<file path="src/rtl/section_min_max_detector.sv">
// Section min/max detector: converts a stream of signed two's-complement
// samples to offset binary and reports one {min, max} pair per fixed-length
// section over a valid/ready handshake.
//
// Ports:
//   clk, reset          clock; asynchronous active-high reset
//   clear               synchronous abort of partial section and pending result
//   i_valid/i_ready     sample handshake (i_ready registered)
//   i_sample            signed two's-complement sample
//   o_valid/o_ready     result handshake (o_valid registered)
//   o_min_value         section minimum, offset binary
//   o_max_value         section maximum, offset binary
module section_min_max_detector #(
  parameter int unsigned width          = 16,
  parameter int unsigned section_length = 256
) (
  input  logic             clk,
  input  logic             reset,
  input  logic             clear,
  input  logic             i_valid,
  output logic             i_ready,
  input  logic [width-1:0] i_sample,
  output logic             o_valid,
  input  logic             o_ready,
  output logic [width-1:0] o_min_value,
  output logic [width-1:0] o_max_value
);

  localparam int unsigned cw = (section_length > 1) ? $clog2(section_length) : 1;
  localparam logic [cw-1:0] last_count = cw'(section_length - 1);

  typedef enum logic {
    ACCUM = 1'b0,
    FULL  = 1'b1
  } state_t;

  state_t           state;
  logic [width-1:0] acc_min;
  logic [width-1:0] acc_max;
  logic [cw-1:0]    count;

  logic [width-1:0] u;
  logic [width-1:0] nmin;
  logic [width-1:0] nmax;
  logic             accept;
  logic             last;
  logic             slot_free;

  // Offset-binary view of the sample and the running extremes including it
  always_comb begin
    u         = {~i_sample[width-1], i_sample[width-2:0]};
    nmin      = (u < acc_min) ? u : acc_min;
    nmax      = (u > acc_max) ? u : acc_max;
    accept    = i_valid && i_ready;
    last      = (count == last_count);
    slot_free = !o_valid || o_ready;
  end

  // Accumulation, section hand-off and output register
  always_ff @(posedge clk or posedge reset) begin
    if (reset) begin
      state       <= ACCUM;
      i_ready     <= 1'b1;
      o_valid     <= 1'b0;
      o_min_value <= '0;
      o_max_value <= '0;
      acc_min     <= '1;
      acc_max     <= '0;
      count       <= '0;
    end else begin
      // Consumed result drops o_valid unless a new pair loads below
      if (o_valid && o_ready) o_valid <= 1'b0;

      if (clear) begin
        // Output register left alone so an already-valid pair still drains
        state   <= ACCUM;
        i_ready <= 1'b1;
        acc_min <= '1;
        acc_max <= '0;
        count   <= '0;
      end else begin
        case (state)
          ACCUM: begin
            if (accept) begin
              if (!last) begin
                acc_min <= nmin;
                acc_max <= nmax;
                count   <= count + cw'(1);
              end else if (slot_free) begin
                o_min_value <= nmin;
                o_max_value <= nmax;
                o_valid     <= 1'b1;
                acc_min     <= '1;
                acc_max     <= '0;
                count       <= '0;
              end else begin
                // Park the finished section in the accumulators until the
                // output slot drains
                acc_min <= nmin;
                acc_max <= nmax;
                count   <= '0;
                i_ready <= 1'b0;
                state   <= FULL;
              end
            end
          end
          FULL: begin
            if (o_ready) begin
              o_min_value <= acc_min;
              o_max_value <= acc_max;
              o_valid     <= 1'b1;
              acc_min     <= '1;
              acc_max     <= '0;
              i_ready     <= 1'b1;
              state       <= ACCUM;
            end
          end
          default: begin
            state   <= ACCUM;
            i_ready <= 1'b1;
          end
        endcase
      end
    end
  end

endmodule
</file>
<file path="config.mk">
export PLATFORM = sky130hd
export DESIGN_NAME = section_min_max_detector
export DESIGN_NICKNAME = d
export VERILOG_FILES = /design/src/rtl/section_min_max_detector.sv
export SDC_FILE = /design/constraint.sdc
export NUM_CORES = 1
export LEC_CHECK = 0
export CAP_MARGIN = 20
export CORE_ASPECT_RATIO = 0.5
export CORE_MARGIN = 2
export CORE_UTILIZATION = 60
export CTS_CLUSTER_SIZE = 12
export DETAILED_ROUTE_END_ITERATION = 12
export GPL_TIMING_DRIVEN = 0
export HOLD_SLACK_MARGIN = 0.05
export PLACE_DENSITY = 0.95
export SYNTH_ARGS = -nofsm -noshare
export SYNTH_HDL_FRONTEND = slang
export SYNTH_SLANG_ARGS = --single-unit
</file>
<file path="constraint.sdc">
create_clock -name clk -period 5.4 [get_ports clk]
set_input_delay 1.08 -clock clk [delete_from_list [all_inputs] [get_ports clk]]
set_output_delay 1.08 -clock clk [all_outputs]
set_load 0.03 [all_outputs]
</file>
==> flow_metrics.py, run 1 <==
metrics = {
    "clocking": {
        "cts_buffers": 9,
        "cts_max_level": 3,
        "post_cts_buffers": 0,
        "clkSinkCount": 75,
        "ctsHoldBuffers": 0,
        "tritoncts": "done",
        "cts-root-buf": "clkbuf_16",
        "worst_skew_pair.late_latency_ns": 0.35,
        "clk_path_buf_depth": 2,
        "cts-resized-gates": 0,
        "clk_pin_slew_ns": 0.06,
    },
    "timing": {
        "fmax_mhz": 262,
        "slew_headroom": 0.388,
        "finClkSkew_ns": 0.00816,
        "rsz0062_at_grt": "no",
        "period_needed_ns": 3.82,
        "tns_ns": 0,
        "period_share": 0.707,
        "hold_viol": 0,
        "finalMaxSlewViolations": 0,
        "setup_viol": 0,
        "worst_slew_pin_slew_ns": 0.917,
    },
    "power_and_ir_drop": {
        "powerDensity_nw_per_um2": 277,
        "p_switching_mw": 0.363,
        "p_clk_frac": 0.426,
        "ir_drop_mv": 0.191,
        "pwr-share-comb": 0.143,
        "switching_share": 0.260,
        "internal_power_mw": 1.03,
        "power.leakage_nw": 2.27,
        "pwr-share-seq": 0.432,
    },
    "die": {
        "die_w_um": 121,
        "io_pins": 55,
        "rows": 21,
        "die_y_um": 62.5,
        "die-area_sq_um": 7560,
        "start_util": 0.618,
        "coreArea_sq_um": 6650,
    },
    "critical_path": {
        "r2r_slack_ns": 2.47,
        "r2r_end": "o_max_value[6]",
        "rr_startpoint": "acc_max[14]",
        "worstPathRequired_ns": 5.65,
        "cp.arrival_ns": 4.07,
        "crit_path_end_kind": "flip-flop",
        "start_kind": "input pin",
        "worst_r2r_path_depth": 10,
        "path_class": "input pin to flip-flop",
        "critPathMaxFanout": 10,
    },
    "grt": {
        "first_global_vias": 3606,
        "grt_usage": 0.295,
        "grt_pass1_wl_mm": 17.3,
        "gr-total-overflow": 0,
        "grt_max_degree": 76,
        "antenna_found_initial": 0,
    },
    "min_path": {
        "hold_end": "acc_min[11]",
        "hp-class": "flip-flop to flip-flop",
        "hp-start": "acc_min[11]",
        "holdPathStages": 1,
    },
    "logic_synthesis": {
        "async_reset_ff_frac": 1.00,
        "synth-xor-area-share": 0.00640,
        "synthAdderAreaFrac": 0.0975,
        "synth_edf_count": 0,
        "syn-num-nets": 469,
        "synthesis.area_sq_um": 4110,
        "synth_compound_area_frac": 0.209,
        "synth-simple-area-share": 0.126,
        "ys_seq_area_frac": 0.462,
        "synthCells": 416,
        "synth_flop_cell": "dfrtp_1",
        "synth_top_family_by_area": "compound AO/OA/AOI/OAI gates",
        "synth_area_per_cell_sq_um": 9.87,
        "ys_seq_elements": 75,
        "yosysWarnings": 0,
        "ys_types": 48,
        "synth.mux.area_fraction": 0.0390,
    },
    "route": {
        "postRouteAntennaNets": 0,
        "drt_pre_antenna_iters": 5,
        "wirelength_mm": 10.2,
        "wl_per_cell_um": 17.6,
        "dr.first_iter.drc_count": 393,
        "top_layer": "met4",
        "routed-via-count": 3607,
        "drc": 0,
        "dr_wl_met2_mm": 4.78,
        "viasPerCell": 6.25,
        "met1_length_mm": 4.33,
        "met3_length_um": 820,
    },
    "finish": {
        "n_antenna_cell": 0,
        "utilization": 0.760,
        "fin_area_sq_um": 5050,
        "fill_cells": 408,
        "layout_common_cells": "58 x dfrtp_1, 54 x clkdlybuf4s50_1, 45 x nor2_1",
        "drive_gt1_frac": 0.0969,
        "final_common_cell": "dfrtp_1",
        "syn2layout_area_growth_pct": 23.0,
        "layout.nets": 534,
    },
    "place": {
        "numPortBuffers": 54,
        "gp_congestion": 0.899,
        "hpwl_mm": 6.90,
        "place_area_sq_um": 4770,
    },
    "outcome": {
        "status": "complete, no violations",
    },
    "job": {
        "maxCapViolations": 0,
    },
}
-- metal layers --
| metal | GRT usage | up-vias |
|---|---|---|
| met3 | 0.0876 | 21 |
| met2 | 0.466 | 175 |
| met1 | 0.384 | 1773 |
| li1 | - | 1638 |
| met4 | 0.119 | 0 |
| met5 | 0 | - |
-- cells by family after synthesis --
kind of cell / count (synthesis)
adders and majority gates: 32
AOI/OAI and AO/OA: 124
xor gates and xnor gates: 3
muxes: 16
and+or+nand+nor: 105
DFF: 75
buffers and inverters: 61
-- per-stage QoR --
stage	total power [mW]	hold slack, ns	setup slack [ns]	std cells
after global routing	1.45	0.534	1.37	577
after global placement	0.795	0.501	1.25	562
final	1.40	0.522	1.58	577
after detailed placement	0.804	0.515	1.36	562
after floorplan	0.739	0.476	2.25	416
after CTS	1.39	0.523	1.67	577
-- state kept, by name (all words and copies together), names as in the netlist --
signal       flops
i_ready          1
count            8
o_valid          1
acc_min         16
o_min_value     16
acc_max         16
o_max_value     16
state            1
-- final cells by class --
cell class,count,area (sq um),share of cell area
timing repair buffer,54,541,0.107
inverter,36,138,0.0272
clock buffer,12,246,0.0488
sequential,75,1900,0.376
buffer,25,111,0.0220
multi-input combinational,280,1960,0.389
clock inverter,3,40.0,0.00792
tap,92,115,0.0228
-- synth_stat cells, types with 2 or more instances --
| master | count | area share |
|---|---|---|
| a211oi_1 | 2 | 0.0037 |
| a21o_1 | 3 | 0.0055 |
| a21oi_1 | 31 | 0.038 |
| a311oi_1 | 3 | 0.0064 |
| a31oi_1 | 16 | 0.024 |
| a32o_1 | 16 | 0.039 |
| and4_1 | 2 | 0.0043 |
| buf_1 | 5 | 0.0046 |
| buf_2 | 8 | 0.0097 |
| clkbuf_1 | 11 | 0.010 |
| dfrtp_1 | 58 | 0.35 |
| dfstp_2 | 17 | 0.11 |
| ha_1 | 32 | 0.097 |
| inv_1 | 35 | 0.032 |
| mux2i_1 | 16 | 0.039 |
| nand2_1 | 16 | 0.015 |
| nand2b_1 | 3 | 0.0046 |
| nand3_1 | 20 | 0.024 |
| nand4_1 | 5 | 0.0076 |
| nor2_1 | 45 | 0.041 |
| nor2b_1 | 2 | 0.0030 |
| nor3_1 | 2 | 0.0024 |
| nor3_2 | 2 | 0.0049 |
| o211ai_1 | 3 | 0.0055 |
| o21a_1 | 5 | 0.0091 |
| o21ai_0 | 17 | 0.021 |
| o21ai_1 | 2 | 0.0024 |
| o22a_1 | 16 | 0.034 |
| o22ai_1 | 2 | 0.0030 |
| or2_1 | 2 | 0.0030 |
| xor2_1 | 2 | 0.0043 |
-- power by group through the flow --
| stage | clock [mW] | combinational [mW] | sequential (mW) |
|---|---|---|---|
| global placement | 0 | 0.184 | 0.611 |
| global route | 0.627 | 0.221 | 0.605 |
| CTS | 0.595 | 0.197 | 0.603 |
| detailed placement | 0 | 0.193 | 0.612 |
| finish | 0.595 | 0.200 | 0.603 |
| floorplan | 0 | 0.131 | 0.608 |
-- critical path: stages --
cell and delay (ns):
clkdlybuf4s50_1 0.54, ha_1 0.40, nand4_1 0.13, or2_1 0.30, a211oi_2 0.30, or4b_1 0.18, clkbuf_1 0.27, clkbuf_1 0.44
nand3_1 0.17, a31oi_1 0.25
-- worst max-delay path by stage --
stage,from,to,slack [ns],cells after the start
final,i_sample[14],o_max_value[6],1.58,10
after floorplan,i_sample[15],acc_max[0],2.25,10
after detailed placement,i_sample[1],acc_max[9],1.36,9
after global placement,reset,count[4],1.25,2
after CTS,i_sample[14],o_max_value[6],1.67,10
after global routing,i_sample[14],o_max_value[6],1.37,10
Power figures use the tool's default switching activity.
==> inputs of run 2 (changes only) <==
CORE_UTILIZATION = 50   (was 60)
PLACE_DENSITY = 0.87   (was 0.95)
clock period = 3.4 ns   (was 5.4 ns; I/O delays follow)
==> run 2 against run 1 <==
Wire length down 1.3%; register-to-register slack got worse by 1.9 ns; power up 61%; first-iteration DRC count fell by 15%; final area grew 2.0%; setup slack worse by 1.4 ns; non-clock buffer count increased by 1; cell count rose by 3.8%; critical path type unchanged; critical endpoint is now acc_max[6]; largest cell class unchanged.
==> flow_metrics.py, run 2 (same netlist as run 1, synthesis figures left out) <==
metrics = {
    "outcome": {
        "status": "complete, no violations",
    },
    "critical_path": {
        "worstPathRequired_ns": 3.63,
        "start_kind": "input pin",
        "worst_r2r_path_depth": 10,
        "path_class": "input pin to flip-flop",
        "crit_start": "i_sample[15]",
        "r2r_slack_ns": 0.61,
        "r2r_end": "acc_max[6]",
        "worstPathCellList": "clkdlybuf4s50_1 > inv_1 > ha_1 > nand4_1 > or2_1 > a211oi_2 > nor4b_4 > or3_1 > buf_2 > buf_6 > a32o_1",
        "crit_path_end_kind": "flip-flop",
        "slowest_stage": "clkdlybuf4s50_1",
        "rr_startpoint": "acc_max[14]",
        "endpoint": "acc_max[6]",
        "max_stage_delay_ns": 0.49,
        "cp.arrival_ns": 3.48,
        "critPathMaxFanout": 10,
    },
    "route": {
        "postRouteAntennaNets": 0,
        "wl_per_cell_um": 16.8,
        "drc": 0,
        "dr.first_iter.drc_count": 336,
        "drt_pre_antenna_iters": 5,
        "routed-via-count": 3470,
        "wirelength_mm": 10.0,
        "viasPerCell": 5.79,
    },
    "power_and_ir_drop": {
        "p_clk_frac": 0.431,
        "ir_drop_mv": 0.261,
        "internal_power_mw": 1.65,
        "pwr-share-comb": 0.143,
        "pwr-share-seq": 0.427,
        "p_switching_mw": 0.592,
        "power.leakage_nw": 2.33,
        "powerDensity_nw_per_um2": 436,
        "p_total_mw": 2.25,
        "switching_share": 0.263,
    },
    "die": {
        "io_pins": 55,
        "start_util": 0.513,
        "die_y_um": 68.1,
        "die-area_sq_um": 9000,
        "coreArea_sq_um": 8000,
        "die_w_um": 132,
        "rows": 23,
    },
    "place": {
        "place_area_sq_um": 4820,
        "gp_congestion": 0.832,
        "hpwl_mm": 7.06,
        "numPortBuffers": 54,
    },
    "timing": {
        "slew_headroom": 0.535,
        "finClkSkew_ns": 0.00799,
        "period_share": 0.956,
        "period_needed_ns": 3.25,
        "finalMaxSlewViolations": 0,
        "hold_viol": 0,
        "worst_slew_pin_slew_ns": 0.693,
        "setup_viol": 0,
        "rsz0062_at_grt": "no",
        "fmax_mhz": 308,
    },
    "finish": {
        "layout_common_cells": "58 x dfrtp_1, 53 x clkdlybuf4s50_1, 45 x nor2_1",
        "n_antenna_cell": 0,
        "drive_gt1_frac": 0.115,
        "syn2layout_area_growth_pct": 25.4,
        "fill_cells": 628,
        "layout.nets": 535,
        "final_common_cell": "dfrtp_1",
        "fin_area_sq_um": 5150,
    },
    "clocking": {
        "clk_path_buf_depth": 2,
        "clkSinkCount": 75,
        "clk_pin_slew_ns": 0.06,
        "cts_max_level": 3,
        "tritoncts": "done",
        "ctsHoldBuffers": 0,
        "worst_skew_pair.late_latency_ns": 0.35,
        "cts-root-buf": "clkbuf_16",
        "cts_buffers": 9,
        "cts-resized-gates": 0,
        "post_cts_buffers": 0,
    },
    "min_path": {
        "hp-class": "flip-flop to flip-flop",
    },
    "job": {
        "maxCapViolations": 0,
    },
    "grt": {
        "grt_pass1_wl_mm": 16.6,
        "antenna_found_initial": 0,
        "grt_usage": 0.239,
        "first_global_vias": 3384,
        "gr-total-overflow": 0,
        "grt_max_degree": 76,
    },
}
run 2: power groups by stage:
| stage | Clock [mW] | Sequential (mW) | Combinational (mW) |
|---|---|---|---|
| after floorplan | 0 | 0.965 | 0.209 |
| after global placement | 0 | 0.970 | 0.294 |
| after detailed placement | 0 | 0.973 | 0.309 |
| after CTS | 0.981 | 0.957 | 0.314 |
| after global routing | 1.02 | 0.961 | 0.359 |
| final | 0.967 | 0.959 | 0.320 |
run 2: per-stage QoR:
stage	setup slack [ns]	cells	utilization	hold WS, ns	TNS [ns]
6_report	0.149	599	0.644	0.523	0
3_5_place_dp	-0.246	583	0.602	0.514	-4.67
3_3_place_gp	-0.365	582	0.599	0.502	-23.95
4_1_cts	0.0978	599	0.640	0.525	0
5_1_grt	0.0119	599	0.644	0.533	0
2_1_floorplan	0.646	416	-	0.476	0
run 2: worst min-delay path by stage:
stage,startpoint,endpoint,slack (ns),depth (start not counted)
final,acc_min[2],acc_min[2],0.52,1
after CTS,acc_min[5],acc_min[5],0.52,1
after detailed placement,count[5],count[5],0.51,1
after global placement,acc_min[15],o_min_value[15],0.50,2
after floorplan,count[5],count[5],0.48,1
after global routing,acc_min[9],acc_min[9],0.53,1
run 2: final cells by class:
class | instances | area [sq um] | area share
clock buffers | 10 | 239 | 0.0464
multi-input cells | 280 | 1980 | 0.385
repair buffers | 55 | 571 | 0.111
plain buffers | 25 | 119 | 0.0231
flip-flops and latches | 75 | 1900 | 0.368
clock inverters | 6 | 65.1 | 0.0126
well taps | 112 | 140 | 0.0272
inverters | 36 | 138 | 0.0267
run 2: metal layers:
layer | GRT usage | share of wire | wire length (um)
met2 | 0.376 | 0.46 | 4570
met5 | 0 | 0 | 0
met3 | 0.0704 | 0.066 | 660
met1 | 0.315 | 0.46 | 4600
met4 | 0.105 | 0.021 | 207
run 2: critical path: cells and delay by family:
| kind | cells | cell delay, ns |
|---|---|---|
| simple gates | 4 | 0.98 |
| buf+inv | 4 | 0.95 |
| compound gates | 2 | 0.53 |
| fa+ha+maj | 1 | 0.33 |
==> inputs of run 3 (changes only) <==
PLACE_DENSITY = 0.88   (was 0.87)
==> run 3 against run 2 <==
Sequential share of layout area grew 0.38 points; final area is 1.0% lower; wire length grew 2.3%; critical path depth fell by 1; via count grew 1.4%; combinational power increased by 1%; worst hold slack worse by 0.0023 ns; flip-flop and latch count unchanged; critical path type unchanged.
==> flow_metrics.py, run 3 (same netlist as run 1, synthesis figures left out) <==
metrics = {
    "power_and_ir_drop": {
        "pwr-share-comb": 0.151,
        "switching_share": 0.266,
        "internal_power_mw": 1.58,
        "p_switching_mw": 0.573,
        "power.leakage_nw": 2.29,
        "pwr-share-seq": 0.445,
        "ir_drop_mv": 0.255,
        "powerDensity_nw_per_um2": 422,
        "p_clk_frac": 0.404,
        "p_total_mw": 2.15,
    },
    "critical_path": {
        "crit_family": "simple AND/OR/NAND/NOR gates",
        "r2r_end": "acc_max[0]",
        "worstPathCellList": "clkdlybuf4s50_1 > ha_1 > nand4_1 > or2_1 > a211oi_2 > nor4b_4 > or3_1 > buf_2 > buf_6 > a32o_1",
        "worst_r2r_path_depth": 10,
        "crit_path_end_kind": "flip-flop",
        "path_class": "input pin to flip-flop",
        "cp.arrival_ns": 3.56,
        "r2r_slack_ns": 0.61,
        "worstPathRequired_ns": 3.61,
        "slowest_stage": "clkdlybuf4s50_1",
        "rr_startpoint": "acc_max[14]",
        "critPathMaxFanout": 10,
        "max_stage_delay_ns": 0.56,
        "start_kind": "input pin",
        "cp_num_buf_inv": 3,
    },
    "grt": {
        "grt_pass1_wl_mm": 16.4,
        "antenna_found_initial": 0,
        "gr-total-overflow": 0,
        "first_global_vias": 3412,
        "grt_max_degree": 61,
        "grt_usage": 0.238,
    },
    "clocking": {
        "cts_buffers": 9,
        "cts-root-buf": "clkbuf_16",
        "cts_max_level": 3,
        "clk_pin_slew_ns": 0.06,
        "clk_path_buf_depth": 2,
        "tritoncts": "done",
        "post_cts_buffers": 0,
        "clkSinkCount": 75,
        "worst_skew_pair.late_latency_ns": 0.33,
    },
    "finish": {
        "final_common_cell": "dfrtp_1",
        "fill_cells": 651,
        "n_antenna_cell": 0,
        "layout.nets": 535,
        "drive_gt1_frac": 0.105,
        "utilization": 0.637,
        "syn2layout_area_growth_pct": 24.1,
        "fin_area_sq_um": 5100,
        "layout_common_cells": "58 x dfrtp_1, 54 x clkdlybuf4s50_1, 45 x nor2_1",
    },
    "place": {
        "dp_slack_ns": -0.253,
        "hpwl_mm": 7.16,
        "numPortBuffers": 54,
        "gp_congestion": 0.801,
        "place_area_sq_um": 4820,
    },
    "min_path": {
        "holdPathStages": 2,
        "hold_end": "o_min_value[15]",
        "hp-start": "acc_min[15]",
        "hp-class": "flip-flop to flip-flop",
    },
    "route": {
        "wl_per_cell_um": 17.1,
        "drt_pre_antenna_iters": 5,
        "postRouteAntennaNets": 0,
        "wirelength_mm": 10.3,
        "drc": 0,
        "viasPerCell": 5.87,
        "routed-via-count": 3517,
        "dr.first_iter.drc_count": 334,
    },
    "die": {
        "coreArea_sq_um": 8000,
        "die_w_um": 132,
        "start_util": 0.513,
        "die-area_sq_um": 9000,
        "io_pins": 55,
        "die_y_um": 68.1,
        "rows": 23,
    },
    "outcome": {
        "status": "complete, no violations",
    },
    "timing": {
        "final.setup.worst_slack_ns": 0.0501,
        "tns_ns": 0,
        "period_share": 0.985,
        "finalMaxSlewViolations": 0,
        "hold_viol": 0,
        "finClkSkew_ns": 0.00709,
        "worst_slew_pin_slew_ns": 0.678,
        "slew_headroom": 0.545,
        "fmax_mhz": 299,
        "setup_viol": 0,
        "period_needed_ns": 3.35,
    },
    "job": {
        "maxCapViolations": 0,
    },
}
## run 3: cell type report
class | count | area [sq um] | share of cell area
buffer | 25 | 118 | 0.0231
inverter | 36 | 138 | 0.0270
timing repair buffer | 55 | 568 | 0.111
multi-input combinational | 280 | 1970 | 0.387
clock inverter | 3 | 15.0 | 0.00294
clock buffer | 13 | 250 | 0.0491
tap | 112 | 140 | 0.0275
sequential | 75 | 1900 | 0.372
## run 3: stage by stage
| step | hold slack (ns) | instances |
|---|---|---|
| 3_5_place_dp | 0.514 | 583 |
| 6_report | 0.521 | 599 |
| 4_1_cts | 0.522 | 599 |
| 2_1_floorplan | 0.476 | 416 |
| 3_3_place_gp | 0.501 | 582 |
| 5_1_grt | 0.529 | 599 |
## run 3: per-layer routing
layer | vias to the layer above | global-route usage | part of all wire
met1 | 1711 | 0.317 | 0.46
met2 | 134 | 0.385 | 0.46
met4 | 0 | 0.110 | 0.022
li1 | 1648 | - | -
met3 | 24 | 0.0489 | 0.063
met5 | - | 0 | 0
## run 3: worst register-to-register path: stages, from the launching register on
cell      delay [ns]
dfrtp_1         0.38
inv_1           0.06
ha_1            0.32
nand4_1         0.14
or2_1           0.31
a211oi_2        0.34
nor4b_4         0.14
or3_1           0.39
buf_2           0.18
buf_6           0.15
a32o_1          0.26
## run 3: repair_timing
action	4_1_cts	5_1_grt
hold endpoints to repair	0	0
hold buffers	0	0
resized for setup	0	9
endpoints found under the setup margin	0	20
## run 3: power by group through the flow
stage	Clock, mW	Combinational [mW]	Sequential, mW
after floorplan	0	0.209	0.965
after global placement	0	0.295	0.970
after detailed placement	0	0.312	0.972
after CTS	0.873	0.317	0.957
after global routing	0.911	0.360	0.961
final	0.870	0.324	0.958
## run 3: worst max-delay path by stage
stage / from / end / slack [ns] / depth (start not counted)
after floorplan: i_sample[15] / acc_max[0] / 0.65 / 10
after global placement: reset / count[3] / -0.38 / 2
after detailed placement: i_sample[14] / o_max_value[7] / -0.25 / 10
after CTS: i_sample[14] / o_max_value[7] / 0.10 / 10
after global routing: i_sample[14] / acc_max[9] / -0.01 / 10
final: i_sample[14] / acc_max[0] / 0.05 / 10
